==> config.mk <==
export PLATFORM = sky130hd
export DESIGN_NAME = uart_tx_drain
export DESIGN_NICKNAME = d
export VERILOG_FILES = /design/src/rtl/uart_tx_drain.sv
export SDC_FILE = /design/constraint.sdc
export NUM_CORES = 1
export LEC_CHECK = 0
export CAP_MARGIN = 20
export CORE_MARGIN = 2
export CORE_UTILIZATION = 56
export DETAILED_ROUTE_END_ITERATION = 10
export PLACE_DENSITY = 0.82
export SETUP_SLACK_MARGIN = 0.02
export SLEW_MARGIN = 20
export SYNTH_ARGS = -nofsm -noshare
export SYNTH_HDL_FRONTEND = slang
export SYNTH_SLANG_ARGS = --single-unit
==> constraint.sdc <==
create_clock -name clk -period 4.3 [get_ports clk]
set_clock_uncertainty 0.15 [all_clocks]
set_input_delay 1.29 -clock clk [delete_from_list [all_inputs] [get_ports clk]]
set_output_delay 1.29 -clock clk [all_outputs]
set_load 0.1 [all_outputs]
==> src/rtl/uart_tx_drain.sv <==
`default_nettype none
// ============================================================================
// Module   : uart_tx_drain
// Brief    : Drains a show-ahead transmit FIFO and serialises each word onto
//            an 8N1-style UART line (start bit, data LSB first, stop bit).
//            Back-to-back words are sent without an idle gap while the FIFO
//            stays non-empty and tx_en stays high.
// Config   : define UART_TX_PARITY_EN to insert an even-parity bit between
//            the last data bit and the stop bit.
// Ports    : clk        - clock, rising edge
//            rst        - asynchronous active-high reset
//            tx_en      - permits new characters to be popped
//            fifo_empty - FIFO empty flag
//            fifo_rdata - FIFO head word (valid while fifo_empty=0)
//            fifo_ren   - one-cycle pop strobe (combinational)
//            tx         - serial line, registered, idles high
//            busy       - a frame is in progress
//            frame_done - pulse in the last clock of each stop bit
// Revision : 1.0 - initial release
// ============================================================================
module uart_tx_drain #(
  parameter int DATA_WIDTH   = 8,
  parameter int CLKS_PER_BIT = 16
) (
  input  logic                  clk,
  input  logic                  rst,
  input  logic                  tx_en,
  input  logic                  fifo_empty,
  input  logic [DATA_WIDTH-1:0] fifo_rdata,
  output logic                  fifo_ren,
  output logic                  tx,
  output logic                  busy,
  output logic                  frame_done
);

  localparam int c_cnt_w = $clog2(CLKS_PER_BIT);
  localparam int c_idx_w = (DATA_WIDTH > 1) ? $clog2(DATA_WIDTH) : 1;
  localparam logic [c_cnt_w-1:0] c_cnt_last = c_cnt_w'(CLKS_PER_BIT - 1);
  localparam logic [c_idx_w-1:0] c_idx_last = c_idx_w'(DATA_WIDTH - 1);

  typedef enum logic [2:0] {
    S_IDLE   = 3'd0,
    S_START  = 3'd1,
    S_DATA   = 3'd2,
`ifdef UART_TX_PARITY_EN
    S_PARITY = 3'd3,
`endif
    S_STOP   = 3'd4
  } t_state;

  t_state                  r_state;
  logic [c_cnt_w-1:0]      r_cnt;
  logic [c_idx_w-1:0]      r_idx;
  logic [DATA_WIDTH-1:0]   r_shift;
  logic                    r_tx;
  logic                    r_busy;
  logic                    r_frame_done;

  t_state                  w_state_next;
  logic [c_cnt_w-1:0]      w_cnt_next;
  logic [c_idx_w-1:0]      w_idx_next;
  logic [DATA_WIDTH-1:0]   w_shift_next;
  logic                    w_tx_next;
  logic                    w_last;
  logic                    w_pop;

`ifdef UART_TX_PARITY_EN
  // Parity is taken from the word as popped, since the shift register has
  // been consumed by the time the parity bit goes out.
  logic r_parity;

  always_ff @(posedge clk or posedge rst) begin
    if (rst) begin
      r_parity <= 1'b0;
    end else if (fifo_ren) begin
      r_parity <= ^fifo_rdata;
    end
  end
`endif

  // rst is folded in so no pop can escape while reset is held.
  assign w_pop  = tx_en & ~fifo_empty & ~rst;
  assign w_last = (r_cnt == c_cnt_last);

  always_comb begin
    w_state_next = r_state;
    w_cnt_next   = r_cnt + 1'b1;
    w_idx_next   = r_idx;
    w_shift_next = r_shift;
    fifo_ren     = 1'b0;
    case (r_state)
      S_IDLE: begin
        w_cnt_next = '0;
        if (w_pop) begin
          fifo_ren     = 1'b1;
          w_shift_next = fifo_rdata;
          w_state_next = S_START;
        end
      end
      S_START: begin
        if (w_last) begin
          w_cnt_next   = '0;
          w_idx_next   = '0;
          w_state_next = S_DATA;
        end
      end
      S_DATA: begin
        if (w_last) begin
          w_cnt_next = '0;
          if (r_idx == c_idx_last) begin
`ifdef UART_TX_PARITY_EN
            w_state_next = S_PARITY;
`else
            w_state_next = S_STOP;
`endif
          end else begin
            w_idx_next   = r_idx + 1'b1;
            w_shift_next = r_shift >> 1;
          end
        end
      end
`ifdef UART_TX_PARITY_EN
      S_PARITY: begin
        if (w_last) begin
          w_cnt_next   = '0;
          w_state_next = S_STOP;
        end
      end
`endif
      S_STOP: begin
        if (w_last) begin
          w_cnt_next = '0;
          // Second pop point: chaining here gives zero idle time.
          if (w_pop) begin
            fifo_ren     = 1'b1;
            w_shift_next = fifo_rdata;
            w_state_next = S_START;
          end else begin
            w_state_next = S_IDLE;
          end
        end
      end
      default: begin
        w_cnt_next   = '0;
        w_state_next = S_IDLE;
      end
    endcase
  end

  // tx is registered, so its next value is decoded from the next state.
  always_comb begin
    w_tx_next = 1'b1;
    case (w_state_next)
      S_START:  w_tx_next = 1'b0;
      S_DATA:   w_tx_next = w_shift_next[0];
`ifdef UART_TX_PARITY_EN
      S_PARITY: w_tx_next = r_parity;
`endif
      default:  w_tx_next = 1'b1;
    endcase
  end

  always_ff @(posedge clk or posedge rst) begin
    if (rst) begin
      r_state      <= S_IDLE;
      r_cnt        <= '0;
      r_idx        <= '0;
      r_shift      <= '0;
      r_tx         <= 1'b1;
      r_busy       <= 1'b0;
      r_frame_done <= 1'b0;
    end else begin
      r_state      <= w_state_next;
      r_cnt        <= w_cnt_next;
      r_idx        <= w_idx_next;
      r_shift      <= w_shift_next;
      r_tx         <= w_tx_next;
      r_busy       <= (w_state_next != S_IDLE);
      r_frame_done <= (w_state_next == S_STOP) && (w_cnt_next == c_cnt_last);
    end
  end

  assign tx         = r_tx;
  assign busy       = r_busy;
  assign frame_done = r_frame_done;

endmodule
`default_nettype wire

; ---- Word level (Yosys, flattened, before mapping)
; Index checks and enable logic that the tools add are counted.
[totals]
register_bits = 21
elab_cells = 57
out_inout_bits = 4
[classes]
n_addsub = 2
n_eq_ne = 13
reduce_logical = 8
bitwise = 4
muxes = 22
[ops]
columns = operator, n
row1 = $mux W8, 4
row2 = $mux W3, 8
row3 = $pmux W8 S3, 1
row4 = $pmux W3 S4, 1
row5 = $eq A3 B3 Y1 const B, 3
row6 = $eq A4 B4 Y1 const B, 2
row7 = $mux W4, 2
row8 = $ne A2 B2 Y1 const B, 4
row9 = $reduce_and A4 Y1, 2
row10 = $eq A3 B1 Y1 const B, 2
row11 = $eq A3 B2 Y1 const B, 2
row12 = $pmux W3 S2, 1
row13 = $reduce_bool A3 Y1, 2
row14 = $add A4 B1 Y4 const B, 1
row15 = $pmux W1 S2, 2
row16 = $add A3 B1 Y3 const B, 1
row17 = $logic_not A3 Y1, 1
row18 = $mux W1, 3
row19 = $reduce_or A3 Y1, 1
row20 = $and A1 B1 Y1, 2
row21 = $not A1 Y1, 2
row22 = $reduce_bool A2 Y1, 1
row23 = $logic_and A1 B1 Y1, 1

; ---- Longest topological paths before layout
; Gate-level depths: netlist of the first run.
[depth]
depth_word = 8
ltp_mapped = 7

; ---- Worst setup path after synthesis of the first run
; No wires, ideal clock.
[synth_timing]
path_type = input port to output port
start = input rst
end = output fifo_ren
path_buffers = 1
arrival_ns = 2.402
slack_ns = 0.458
cell_stages = 3
cell_sequence = nor3b_1 > o211a_1 > buf_2
[synth_via]
elab_chain_cells = 5
[synth_lines]
columns = item, line
row1 = start: declaration, 26  ; input logic rst,
row2 = $not A1 Y1 *, 82  ; assign w_pop = tx_en & ~fifo_empty & ~rst;
row3 = $and A1 B1 Y1 *, 82
row4 = $mux W1 *, "94, 134"
row5 = $mux W1, 131  ; if (w_last) begin
row6 = $pmux W1 S2 *, 91  ; case (r_state)
row7 = end: declaration, 30  ; output logic fifo_ren,
; Every way passes the cells marked *; elsewhere a longest branch is shown, timed or not.

; ---- Final worst setup path of the first run
[layout_timing]
start = input tx_en
end = output fifo_ren
[layout_via]
elab_chain_cells = 5
[layout_lines]
columns = item, line
row1 = start: declaration, 27  ; input logic tx_en,
row2 = $and A1 B1 Y1 * (2 in series), 82
row3 = $mux W1 *, "94, 134"
row4 = $mux W1, 131
row5 = $pmux W1 S2 *, 91
; Marked as above.

==> out/results.ini, run 1 <==
[run_status]
outcome=complete, no violations

[run]
maxCapViolations=0

[timing]
min_period_ns=3.89
post-route-period-util_pct=90.4
drv_slew=0
tightest_slew_ns=0.961
hold_viol_final=0
setup_tns_ns=0
rsz0062_at_grt=false
max_freq_mhz=257
slew-limit-headroom_pct=35.7
setup_viol=0

[power_and_ir_drop]
ir_worst_vdd_uv=324
power.total_uw=669
p_leak_uw=0.000613
power.density_nw_per_um2=524

[clock_network]
clk_pin_slew_worst_paths_ns=0.11
cts_setup_buffers=0
clkLatencyLatePin_ns=0.30
cts_buffers=3
cts_resized=0
cts_max_level=1
clock-root-buffer=clkbuf_4
clkSinkCount=21
cts_hold_buffers=0
cts_tree=built
cts_max_path_buffers=2

[setup_path]
crit_type=in -> out
max_stage_delay_ns=0.45
cp_slowest_cell=clkdlybuf4s50_1
path_cells=clkdlybuf4s50_1 > nor3b_1 > o211a_1 > buf_12
cp-start-kind=input pin
cp.required_ns=2.86
cp.arrival_ns=2.45
critPathTopFamily=buffers and inverters
critPathMaxFanout=2
crit_buf_inv=2
critPathCaptureType=primary output

[place]
gp_congestion=0.865
io_buffer_count=15
dp_hpwl_um=1440

[synth]
synth_fp_nets=115
ys_ff_latch=21
synth_area_um2=1070
synth.avg_cell_area_um2=10.7
syn_inst=100
synth_cell_types=38
ys_seq_area_share_pct=49.3
yosysWarnings=0

[floorplan]
die_area_um2=2270
ios=16
fp.dieH_um=47.7
initial_core_util_pct=60.6
die_x_um=47.7
coreArea_um2=1760
num_rows=15

[final_layout]
drive_gt1_share_pct=10.3
antennaDiodeCount=0
nNetsFinal=133
area_delta_synth_final_pct=19.7
final_common_cell=dfrtp_1
final.fill_count=148
utilization_pct=72.5
layout_common_cells=dfrtp_1, clkdlybuf4s50_1, a22o_1, a21o_1, inv_1

[grt]
gr-total-overflow=0
antenna_found_initial=0
grtUsageTotal_pct=19.9
grt_pass1_vias=812
grt_pass1_wl_um=3170
grt_max_degree=22

[drt]
drc=0
viasPerCell=5.76
initialDrtViolationCount=8
drt-wirelength-per-cell_um=13.2
dr.pass1.iters=4
drt_wl_total_um=1880
ant_nets=0
via_count=818

[worst_hold_path]
hp-class=reg -> reg

sequential cells by signal (all words and copies together), names as in the netlist:
register    count
frame_done      1
r_shift         8
tx              1
r_idx           3
r_state         3
r_cnt           4
busy            1
cell usage after synthesis:
| library cell | instances | share of area (%) |
|---|---|---|
| a211o_1 | 1 | 0.82 |
| nor3_4 | 1 | 1.5 |
| dfrtp_1 | 20 | 47 |
| nor3b_1 | 1 | 0.70 |
| a32oi_1 | 1 | 0.82 |
| a21o_1 | 8 | 5.6 |
| nor4_1 | 1 | 0.59 |
| a211oi_1 | 1 | 0.70 |
| nor4b_1 | 1 | 0.82 |
| nand3_1 | 4 | 1.9 |
| or3b_4 | 1 | 1.1 |
| ha_1 | 3 | 3.5 |
| or2b_1 | 1 | 0.70 |
| nor3_1 | 1 | 0.47 |
| nand2_1 | 4 | 1.4 |
| or3b_2 | 1 | 0.82 |
| o21ai_0 | 1 | 0.47 |
| o22ai_1 | 2 | 1.2 |
| a311oi_1 | 1 | 0.82 |
| buf_2 | 1 | 0.47 |
| a22o_1 | 9 | 7.4 |
| o211ai_1 | 1 | 0.70 |
| nor2_4 | 1 | 1.1 |
| a31oi_1 | 3 | 1.8 |
| clkbuf_1 | 2 | 0.70 |
| o211a_1 | 1 | 0.94 |
| nand2b_1 | 2 | 1.2 |
| o21a_1 | 1 | 0.70 |
| nor2_1 | 6 | 2.1 |
| xnor2_1 | 1 | 0.82 |
| inv_1 | 7 | 2.5 |
| o2bb2ai_1 | 1 | 0.82 |
| and4b_1 | 1 | 0.94 |
| dfstp_2 | 1 | 2.5 |
| a21oi_1 | 5 | 2.3 |
| and4_1 | 1 | 0.82 |
| and3_1 | 1 | 0.59 |
| buf_6 | 1 | 1.1 |
metrics by stage:
step	instances	hold slack (ns)	worst slack, ns	instance area, um2
2_1_floorplan	100	0.300	0.458	1070
3_3_place_gp	138	0.318	0.410	1250
3_5_place_dp	138	0.321	0.412	1250
4_1_cts	142	0.349	0.402	1280
5_1_grt	142	0.375	0.312	1280
6_report	142	0.344	0.411	1280
logic make-up (layout without fill, tap and decap cells):
kind of cell	after synthesis	count (layout)	synth area share (%)
adder cells (fa/ha/maj)	3	3	3.51
buffers and inverters	11	28	4.68
XOR/XNOR	1	1	0.820
AND/OR/NAND/NOR	28	28	16.6
flip-flops	21	21	49.3
AO/OA/AOI/OAI	36	36	25.1
metal layers:
| layer | vias to the layer above | routed length [um] | track usage [%] |
|---|---|---|---|
| met5 | - | 0 | 0 |
| met4 | 0 | 12 | 8.65 |
| met1 | 386 | 846 | 24.6 |
| met2 | 23 | 939 | 34.7 |
| li1 | 407 | - | - |
| met3 | 2 | 80 | 2.64 |
worst paths after layout:
kind	from	endpoint	slack (ns)	cells after the start
min in group asynchronous	rst	r_state[0]	1.30	2
max in group asynchronous	rst	r_cnt[1]	2.23	2
worst max register to register	r_idx[0]	r_shift[7]	2.05	6
worst min-delay path	r_shift[2]	r_shift[2]	0.34	1
worst min register to register	r_shift[2]	r_shift[2]	0.34	1
worst max-delay path	tx_en	fifo_ren	0.41	4
layout make-up:
cell class              count  area (um2)  area share [%]
flip-flops and latches     21         527            41.2
multi-input cells          68         492            38.5
repair buffers             17         175            13.7
well taps                  25        31.3            2.45
inverters                   7        26.3            2.05
clock buffers               3        22.5            1.76
clock inverters             1        5.00           0.391
power breakdown:
| part | internal [uW] | switching (uW) | total, uW |
|---|---|---|---|
| clock | 34.7 | 59.8 | 94.4 |
| sequential | 267 | 52.8 | 320 |
| combinational | 102 | 153 | 255 |
| total | 404 | 265 | 669 |
(Power assumes the default switching activity.)
==> run 2: changes to the inputs <==
Settings changed: CORE_UTILIZATION 56 to 45, PLACE_DENSITY 0.82 to 0.68.
==> out/results.ini, run 2 (synthesis results as in run 1) <==
[run_status]
outcome=complete, no violations

[timing]
drv_slew=0
rsz0062_at_grt=false
slew-limit-headroom_pct=35.4
max_freq_mhz=257
fin_hold_ws_ns=0.338
tightest_slew_ns=0.967
post-route-period-util_pct=90.4
setup_viol=0
hold_viol_final=0
setup_tns_ns=0
min_period_ns=3.89

[clock_network]
cts_resized=0
clk_pin_slew_worst_paths_ns=0.11
cts_tree=built
cts_setup_buffers=0
cts_buffers=3
clkSinkCount=21
clkLatencyLatePin_ns=0.30
cts_max_path_buffers=2
cts_max_level=1
clock-root-buffer=clkbuf_4
cts_hold_buffers=0

[grt]
grt_pass1_vias=784
grt_max_degree=22
grt_pass1_wl_um=3430
grtUsageTotal_pct=17.1
gr-total-overflow=0
antenna_found_initial=0

[final_layout]
largest_register_ff_count=8
nNetsFinal=133
layout_common_cells=dfrtp_1, clkdlybuf4s50_1, a22o_1, a21o_1, inv_1
area_delta_synth_final_pct=19.9
antennaDiodeCount=0
top_regs=r_shift x8, r_cnt x4
drive_gt1_share_pct=9.40
regMostFlops=r_shift
final_common_cell=dfrtp_1

[place]
dp_hpwl_um=1390
io_buffer_count=15
gp_congestion=0.874

[power_and_ir_drop]
power.density_nw_per_um2=521
ir_worst_vdd_uv=317
p_leak_uw=0.000610

[setup_path]
crit_type=in -> out
critPathMaxFanout=2
critPathCaptureType=primary output
ff2ff_path_depth=6
cp-start-kind=input pin
cp.required_ns=2.86
cp.arrival_ns=2.45

[drt]
drc=0
drt-wirelength-per-cell_um=12.8
viasPerCell=5.71
dr.pass1.iters=4
via_count=828
drt_wl_total_um=1850
ant_nets=0
initialDrtViolationCount=12

[floorplan]
die_x_um=52.7
initial_core_util_pct=47.8
ios=16
fp.dieH_um=52.7
die_area_um2=2780
num_rows=17
coreArea_um2=2230

[worst_hold_path]
hp-class=reg -> reg
hold_depth=1

[run]
maxCapViolations=0

## run 2: cell types whose count changed in the layout (fill, tap and decap cells not counted), sizes merged
cell | before | now
clkbuf | 3 | 4
clkinv | 1 | 0
## run 2: metrics by stage
step / std cells / worst slack [ns] / util [%] / instance area [um2] / total power (uW)
final: 145 / 0.411 / 57.4 / 1280 / 667
after detailed placement: 141 / 0.409 / 56.2 / 1250 / 580
after floorplan: 100 / 0.458 / - / 1070 / 523
after global placement: 141 / 0.399 / 56.2 / 1250 / 572
after CTS: 145 / 0.397 / 57.4 / 1280 / 674
after global routing: 145 / 0.356 / 57.4 / 1280 / 724
## run 2: final timing paths
path | from | endpoint | slack (ns)
hold / removal | r_shift[3] | r_shift[3] | 0.34
setup / recovery | tx_en | fifo_ren | 0.41
hold reg to reg | r_shift[3] | r_shift[3] | 0.34
max in group asynchronous | rst | r_cnt[2] | 2.24
min in group asynchronous | rst | r_state[0] | 1.29
setup reg to reg | r_idx[0] | r_shift[7] | 2.06
## run 2: final cells by class
| type | instances | area [um2] |
|---|---|---|
| multi-input cells | 68 | 492 |
| clock buffers | 4 | 26.3 |
| flip-flops and latches | 21 | 527 |
| fillers | 212 | 952 |
| inverters | 7 | 26.3 |
| well taps | 28 | 35.0 |
| repair buffers | 17 | 175 |
## run 2: layer usage
metal,vias up,share of wire [%],track usage [%]
li1,406,-,-
met1,391,45,21.2
met2,26,46,27.7
met3,5,6.4,3.71
met4,0,2.3,8.97
met5,-,0,0
## run 2: power by group
part | leakage (uW) | internal (uW) | switching (uW)
logic | 0.000331 | 102 | 151
clock network | 0.0000150 | 36.2 | 56.8
registers | 0.000265 | 268 | 53.8
## run 2: critical path, stage by stage
cell and delay [ns]:
clkdlybuf4s50_1 0.45, nor3b_1 0.24, o211a_1 0.27, buf_12 0.19
==> run 3: changes to the inputs <==
Settings changed: ABC_AREA from default to 1.
==> out/results.ini, run 3 <==
[setup_path]
cp.required_ns=2.86
cp.arrival_ns=2.37
critPathMaxFanout=7
crit_type=in -> out
cp-start-kind=input pin
critPathCaptureType=primary output

[clock_network]
clk_pin_slew_worst_paths_ns=0.12
cts_tree=built
cts_setup_buffers=0
clkLatencyLatePin_ns=0.31
cts_buffers=3
clock-root-buffer=clkbuf_4
clkSinkCount=21
cts_hold_buffers=0
cts_max_level=1
cts_max_path_buffers=2
cts_resized=0

[floorplan]
die_x_um=53.4
coreArea_um2=2250
die_area_um2=2860
fp.dieH_um=53.4
ios=16
num_rows=17
initial_core_util_pct=48.8

[place]
placed_area_um2=1290
io_buffer_count=15
pre_cts_slack_ns=0.500
dp_hpwl_um=1500
gp_congestion=0.806

[synth]
synth_cell_types=21
syn_inst=130
synth_area_um2=1100
ys_ff_latch=21
synth_area_leaders=dfrtp_1, nand2_1, nor2_1, nand2_2, a22oi_1
yosysMostFrequentCell=nand2_1
yosysTopAreaCellShare_pct=45.5
ys_async_sr_fraction_pct=100
ys_seq_area_share_pct=47.9
yosysTopAreaCell=dfrtp_1
synth.avg_cell_area_um2=8.46
ys.flop_type=dfrtp_1
synth-edff-count=0
synth_fp_nets=145
yosysWarnings=0
synthTopCellsByCount=nand2_1, dfrtp_1, nor2_1, inv_1, nand2_2

[power_and_ir_drop]
power.density_nw_per_um2=238
ir_worst_vdd_uv=196
p_leak_uw=0.000656

[drt]
viasPerCell=4.97
drt-wirelength-per-cell_um=10.9
drc=0
dr.pass1.iters=5
via_count=880
ant_nets=0
drt_wl_total_um=1920
initialDrtViolationCount=18

[final_layout]
utilization_pct=58.7
multi_input_area_um2=502
postLayoutCellArea_um2=1320
drive_gt1_share_pct=20.8
final.fill_count=216
regMostFlops=r_shift
antennaDiodeCount=0
final_common_cell=nand2_1
largest_register_ff_count=8
nNetsFinal=165
layout_common_cells=nand2_1, dfrtp_1, nor2_1, clkdlybuf4s50_1, inv_1
area_delta_synth_final_pct=20.3
register_area_um2=527
top_regs=r_shift x8, r_cnt x4

[run]
maxCapViolations=0

[timing]
hold_viol_final=0
min_period_ns=3.81
fin_ws_ns=0.493
max_freq_mhz=263
slew-limit-headroom_pct=35.7
setup_tns_ns=0
setup_viol=0
tightest_slew_ns=0.961
post-route-period-util_pct=88.5
drv_slew=0
rsz0062_at_grt=false

[grt]
grtUsageTotal_pct=16.9
grt_pass1_vias=839
grt_max_degree=22
grt_busiest_layer=met2
use_met3_pct=3.39
grt_pass1_wl_um=3480
use_met1_pct=22.2
antenna_found_initial=0
met2_usage_pct=26.3
gr-total-overflow=0

[worst_hold_path]
hp-class=reg -> reg

[run_status]
outcome=complete, no violations

==> run 3: cell count changes in the layout (fill, tap and decap cells not counted), sizes merged, moves of 6 or more <==
| cell | change |
|---|---|
| nand2 | +36 |
| inv | +12 |
| a21o | -8 |
| a22o | -9 |
| a22oi | +6 |
| nor2 | +12 |
==> run 3: power by group <==
part / switching (uW) / leakage [uW] / internal [uW]
Combinational: 8.95 / 0.000369 / 10.1
Sequential: 0.622 / 0.000269 / 199
Clock: 61.2 / 0.0000177 / 34.7
Total: 70.8 / 0.000656 / 244
==> run 3: stage by stage <==
step	hold WS, ns	total power, uW	cells
after floorplan	0.296	211	130
after global routing	0.363	328	177
after global placement	0.307	223	173
after detailed placement	0.321	223	173
after CTS	0.342	320	177
final	0.339	315	177
==> run 3: cell type report <==
type | instances | share of cell area [%]
Clock buffer | 3 | 1.70
Clock inverter | 1 | 0.378
Inverter | 19 | 5.39
Multi-Input combinational cell | 90 | 37.9
Sequential cell | 21 | 39.8
Tap cell | 28 | 2.65
Timing Repair Buffer | 15 | 12.1
==> run 3: routing by layer <==
layer	vias to the layer above	share of wire, %
met4	0	1.7
met1	410	49
met3	5	2.9
li1	450	-
met2	15	46
met5	-	0
==> run 3: critical path, stage by stage <==
cell             delay, ns
clkdlybuf4s50_1       0.41
nor2_1                0.10
nand2_1               0.12
nor2_4                0.23
buf_12                0.21
==> run 3: cell families after synthesis <==
logic type | Yosys count | share of synthesized area (%)
fa+ha+maj | 3 | 3.41
buf+inv | 19 | 6.48
flops | 21 | 47.9
simple gates | 68 | 31.3
compound gates | 19 | 10.9
==> run 3: path summary, 6_finish.rpt <==
check	from	end	slack [ns]	cells after the start
worst min register to register	r_idx[0]	r_idx[0]	0.34	1
worst max-delay path	rst	fifo_ren	0.49	5
worst max register to register	r_idx[0]	tx	2.61	9
worst min-delay path	r_idx[0]	r_idx[0]	0.34	1
max in group asynchronous	rst	r_shift[4]	2.21	2
min in group asynchronous	rst	r_state[2]	1.30	2
==> RTL edit 1 (config.mk and constraints of run 2) <==
Set the parameter `CLKS_PER_BIT` to 32 (it was 16).
--- a/src/rtl/uart_tx_drain.sv
+++ b/src/rtl/uart_tx_drain.sv
@@ -22,3 +22,3 @@
   parameter int DATA_WIDTH   = 8,
-  parameter int CLKS_PER_BIT = 16
+  parameter int CLKS_PER_BIT = 32
 ) (
Check against the original RTL: same outputs for any inputs over 10 cycles, from zero or initial values and one cycle with rst high; that may be too few to reach the edited logic, so the function may still have changed.
==> RTL edit 1 against run 2 <==
  * Register-to-register slack worse by 0.46 ns
  * Setup slack worse by 0.13 ns
  * Wire length rose by 18%
  * Synthesized area increased by 7.8%
  * Largest cell class unchanged
  * Highest routed layer unchanged
  * Sequential cell count up 1
  * Final area grew 9.1%
Power is not compared: it rests on default switching activity, and its combinational part moved more than twofold at a synthesized area within 25%.
==> RTL edit 1: results (changes against run 2) <==
| Metric | Value |
|---|---|
| Outcome | complete, no violations |
| Buffer type at the clock tree root | clkbuf_4 |
| Maximum fanout encountered on the critical timing path | 3 (+1) |
| Slowest cell on the critical path | or4_4 |
| Initial antenna violation count | 0 (unchanged) |
| Largest stage delay on the critical path | 0.51 ns (+0.06 ns) |
| Top cell types by occurrence after synthesis | dfrtp_1 (21), nand2_1 (14), inv_1 (9) |
| Antenna diode count | 0 (unchanged) |
| CTS H-tree depth | 1 (unchanged) |
| Placed standard-cell area | 1335 µm² (+6.4%) |
| Proportion of synthesized chip area in sequential cells | 47.88% (-1.4 points) |
| Number of CTS-inserted buffers | 3 (unchanged) |
| Clock latency at the later pin of the worst-skew pair | 0.31 ns |
| First DRT Iteration DRCs | 5 (-7) |
| Total of buffers placed on input and output ports | 15 (unchanged) |
| Number of nets produced by synthesis | 136 (+18%) |
| Unique cell type count in the Yosys netlist | 39 (+2.6%) |
| Dominant synthesized flop cell | dfrtp_1 |
| Dominant delay contributor by cell family on the critical path | simple AND/OR/NAND/NOR gates |
| Most area-consuming cells after synthesis | dfrtp_1 (46%), ha_1 (5.4%), nand2_1 (4.6%) |
| Actual slew at the worst max-slew pin | 0.9591 ns (-0.007463 ns) |
| Kind of path behind the tightest hold check | reg -> reg |
| Post-synth ARST share | 100.0% (unchanged) |
| Detailed placement HPWL | 1.598 mm (+15%) |
| Final wirelength | 2.189 mm (+18%) |
| Detailed-routing iteration count for the pre-antenna-repair pass | 5 (+1) |
| Overall Global Routing Usage | 16.02% (-1.1 points) |
| Clk buf depth | 2 (unchanged) |
| Via count of the first global-routing pass | 792 (+1.0%) |
| Number of nets at the end of the flow | 153 (+15%) |
| Arrival @ worst endpoint | 2.58 ns (+0.13 ns) |
| Leak Pwr | 0.6808 nW |
| Count of synthesis-stage warnings from yosys | 0 (unchanged) |
| Post CTS Setup Buffer Count | 0 (unchanged) |
| Pin count of the biggest net entering global routing | 23 (+4.5%) |
| Gpl congestion | 0.8151 (-6.8%) |
| Routed vias | 893 (+7.9%) |
| Clock-pin slew on the worst setup and hold paths | 0.13 ns (+0.02 ns) |
| Share of post-route cells with drive strength above 1 | 11.85% (+2.5 points) |
| Wire length of the first global-routing pass | 3.443 mm (+0.41%) |
| Switching Fraction | 18.51% |
| Leading registers by flop count | r_shift (8), r_cnt (5) |
| Worst vdd ir | 237.3 µV |
[RTL edit 1: cell count changes after synthesis, moves of 4 or more]
cell,before,now
o21ai_0,1,7
nor2b_1,0,6
a21o_1,8,0
nand2_1,4,14
a22o_1,9,1
a21oi_1,5,1
a22oi_1,0,6
[RTL edit 1: logic make-up (layout without fill, tap and decap cells)]
family / after synthesis / count (layout) / share of synthesized area [%]
AO/OA/AOI/OAI: 22 / 22 / 13.46
AND/OR/NAND/NOR: 51 / 51 / 24.32
multiplexers: 1 / 1 / 0.9771
adder cells (fa/ha/maj): 5 / 5 / 5.429
buffers and inverters: 15 / 31 / 5.645
XOR/XNOR: 3 / 3 / 2.281
flip-flops: 22 / 22 / 47.88
[RTL edit 1: per-layer routing]
layer / global-route usage [%] / share of wire (%) / wire [µm]
met1: 22.18 / 47 / 1024
met2: 25.60 / 48 / 1060
met3: 1.639 / 3.8 / 84
met4: 6.250 / 0.91 / 20
met5: 0 / 0 / 0
[RTL edit 1: final cells by class]
type / count / area [µm²]
Multi-Input combinational cell: 82 / 535.5
Fill cell: 221 / 1057
Inverter: 10 / 40.04
Tap cell: 30 / 37.54
Clock buffer: 3 / 22.52
Timing Repair Buffer: 17 / 180.2
Sequential cell: 22 / 551.8
Clock inverter: 1 / 30.03
[RTL edit 1: final timing paths]
path	start	end	slack (ns)	depth (start not counted)
hold / removal	r_shift[2]	r_shift[2]	0.37	2
hold reg to reg	r_shift[2]	r_shift[2]	0.37	2
max in group asynchronous	rst	r_state[1]	2.45	2
setup / recovery	fifo_empty	fifo_ren	0.28	5
setup reg to reg	r_cnt[0]	tx	1.60	7
min in group asynchronous	rst	r_idx[1]	1.02	2
[RTL edit 1: worst min-delay path, stage by stage (launching register included)]
cell and delay [ns]:
dfrtp_1 0.37, nand3_1 0.06, nand2_1 0.06
[RTL edit 1: per-stage QoR]
stage	hold WS, ns	cells	worst slack, ns	util (%)
global route	0.3844	165	0.2485	56.93
finish	0.3657	165	0.2786	56.93
detailed placement	0.3286	161	-0.02683	54.38
floorplan	0.3083	119	0.1666	-
global placement	0.3218	161	-0.02100	54.38
CTS	0.3595	165	0.03524	56.63
[RTL edit 1: power groups by stage]
| stage | Clock, mW | Combinational, mW | Sequential [mW] |
|---|---|---|---|
| floorplan | 0 | 0.00530 | 0.213 |
| global placement | 0 | 0.0165 | 0.213 |
| detailed placement | 0 | 0.0169 | 0.213 |
| CTS | 0.163 | 0.0169 | 0.209 |
| global route | 0.169 | 0.0176 | 0.209 |
| finish | 0.158 | 0.0161 | 0.209 |
[RTL edit 1: timing repair]
action / in CTS / in global routing
hold endpoints to repair: 0 / 0
hold buffers: 0 / 0
endpoints found under the setup margin: 1 / 1
pin swaps: 1 / 2
resized for setup: 1 / 3
==> RTL edit 2 (settings of run 2) <==
Without the edit above. The 4 states of `t_state` get a one-hot encoding in 4 bits.
--- a/src/rtl/uart_tx_drain.sv
+++ b/src/rtl/uart_tx_drain.sv
@@ -40,6 +40,6 @@
 
-  typedef enum logic [2:0] {
-    S_IDLE   = 3'd0,
-    S_START  = 3'd1,
-    S_DATA   = 3'd2,
+  typedef enum logic [3:0] {
+    S_IDLE   = 4'b0001,
+    S_START  = 4'b0010,
+    S_DATA   = 4'b0100,
 `ifdef UART_TX_PARITY_EN
@@ -47,3 +47,3 @@
 `endif
-    S_STOP   = 3'd4
+    S_STOP   = 4'b1000
   } t_state;
Formal check against the unedited RTL: no difference found for any inputs over 10 cycles, from zero or initial values and one cycle with rst high; not proved beyond that.
==> RTL edit 2 against run 2 <==
  * Final area is 5.5% higher
  * Setup slack worse by 0.22 ns
  * Sequential cell count is 1 higher
  * Critical path depth stayed put
  * Clock power is 22% higher
  * Wire length is 16% higher
  * First-iteration DRC count is 25% higher
  * Largest power group unchanged
  * Non-clock buffer count is 1 lower
  * Total power is 15% lower
  * Synthesized area is 7.1% higher
  * Global-route usage is 0.46 points lower
==> RTL edit 2: results (changes against run 2) <==
| Metric | Value |
|---|---|
| Slowest cell on the critical path | or3b_2 |
| Vias per Instance | 5.823 (+2.0%) |
| Pin count of the biggest net entering global routing | 23 (+4.5%) |
| Placed standard-cell area | 1315 µm² (+4.8%) |
| Top cell types by occurrence after synthesis | dfrtp_1 (20), nor2_1 (7), a221o_1 (6), and2_1 (6), inv_1 (6) |
| Portion of netlist area occupied by mux cells | 1.858% (+1.9 points) |
| Worst-case headroom to the max-slew limit | 34.42% (-0.94 points) |
| Post-route minimum period | 4.112 ns (+0.2237 ns) |
| Dominant delay contributor by cell family on the critical path | simple AND/OR/NAND/NOR gates |
| Worst reg-to-reg path cell count | 4 (-2) |
| Worst vdd ir | 403.3 µV (+27%) |
| WL/cell | 14.59 µm (+14%) |
| Via count of the first global-routing pass | 771 (-1.7%) |
| Worst setup slack for register-to-register paths | 2.24 ns (+0.18 ns) |
| Outcome | complete, no violations |
| Maximum fanout encountered on the critical timing path | 6 (+4) |
| Gpl congestion | 0.7680 (-12%) |
| Detailed placement HPWL | 1.592 mm (+15%) |
| Reg2reg start | r_state[1] |
| Power per standard cell area | 421.4 nW/µm² (-19%) |
| Cell count after placement | 143 (+1.4%) |
| Leading registers by flop count | r_shift (8), r_cnt (4), r_state (4) |
| Number of nets produced by synthesis | 117 (+1.7%) |
| Fill cell count | 211 (-0.47%) |
| XOR/XNOR share of the synthesized area | 1.530% (+0.71 points) |
| Leak Pwr | 0.6001 nW (-1.7%) |
| HP Start | r_shift[5] |
| Worst slack, placed | 0.1810 ns (-0.2279 ns) |
-- RTL edit 2: area by class of cell --
| type | count | share of cell area, % |
|---|---|---|
| clock buffers | 4 | 2.685 |
| inverters | 6 | 1.667 |
| multi-input cells | 69 | 39.54 |
| flip-flops and latches | 22 | 40.93 |
| well taps | 30 | 2.778 |
| repair buffers | 16 | 12.41 |
-- RTL edit 2: worst register-to-register path, cell delays in order, from the launching register on --
cell and delay (ns):
dfrtp_1 0.51, or4b_4 0.61, o22ai_2 0.18, a21oi_2 0.14
a221o_1 0.38
-- RTL edit 2: layer usage --
layer	share of wire (%)	routed length, µm	up-vias	track usage (%)
li1	-	-	412	-
met1	46	991	413	24.48
met2	48	1023	29	24.10
met3	5.3	113	2	4.098
met4	0.70	15	0	5.000
met5	0	0	-	0
-- RTL edit 2: power by group --
part           total (mW)  internal [mW]  switching [mW]
clock               0.113         0.0516          0.0618
sequential          0.285          0.254          0.0310
combinational       0.171         0.0742          0.0965
total               0.569          0.380           0.189
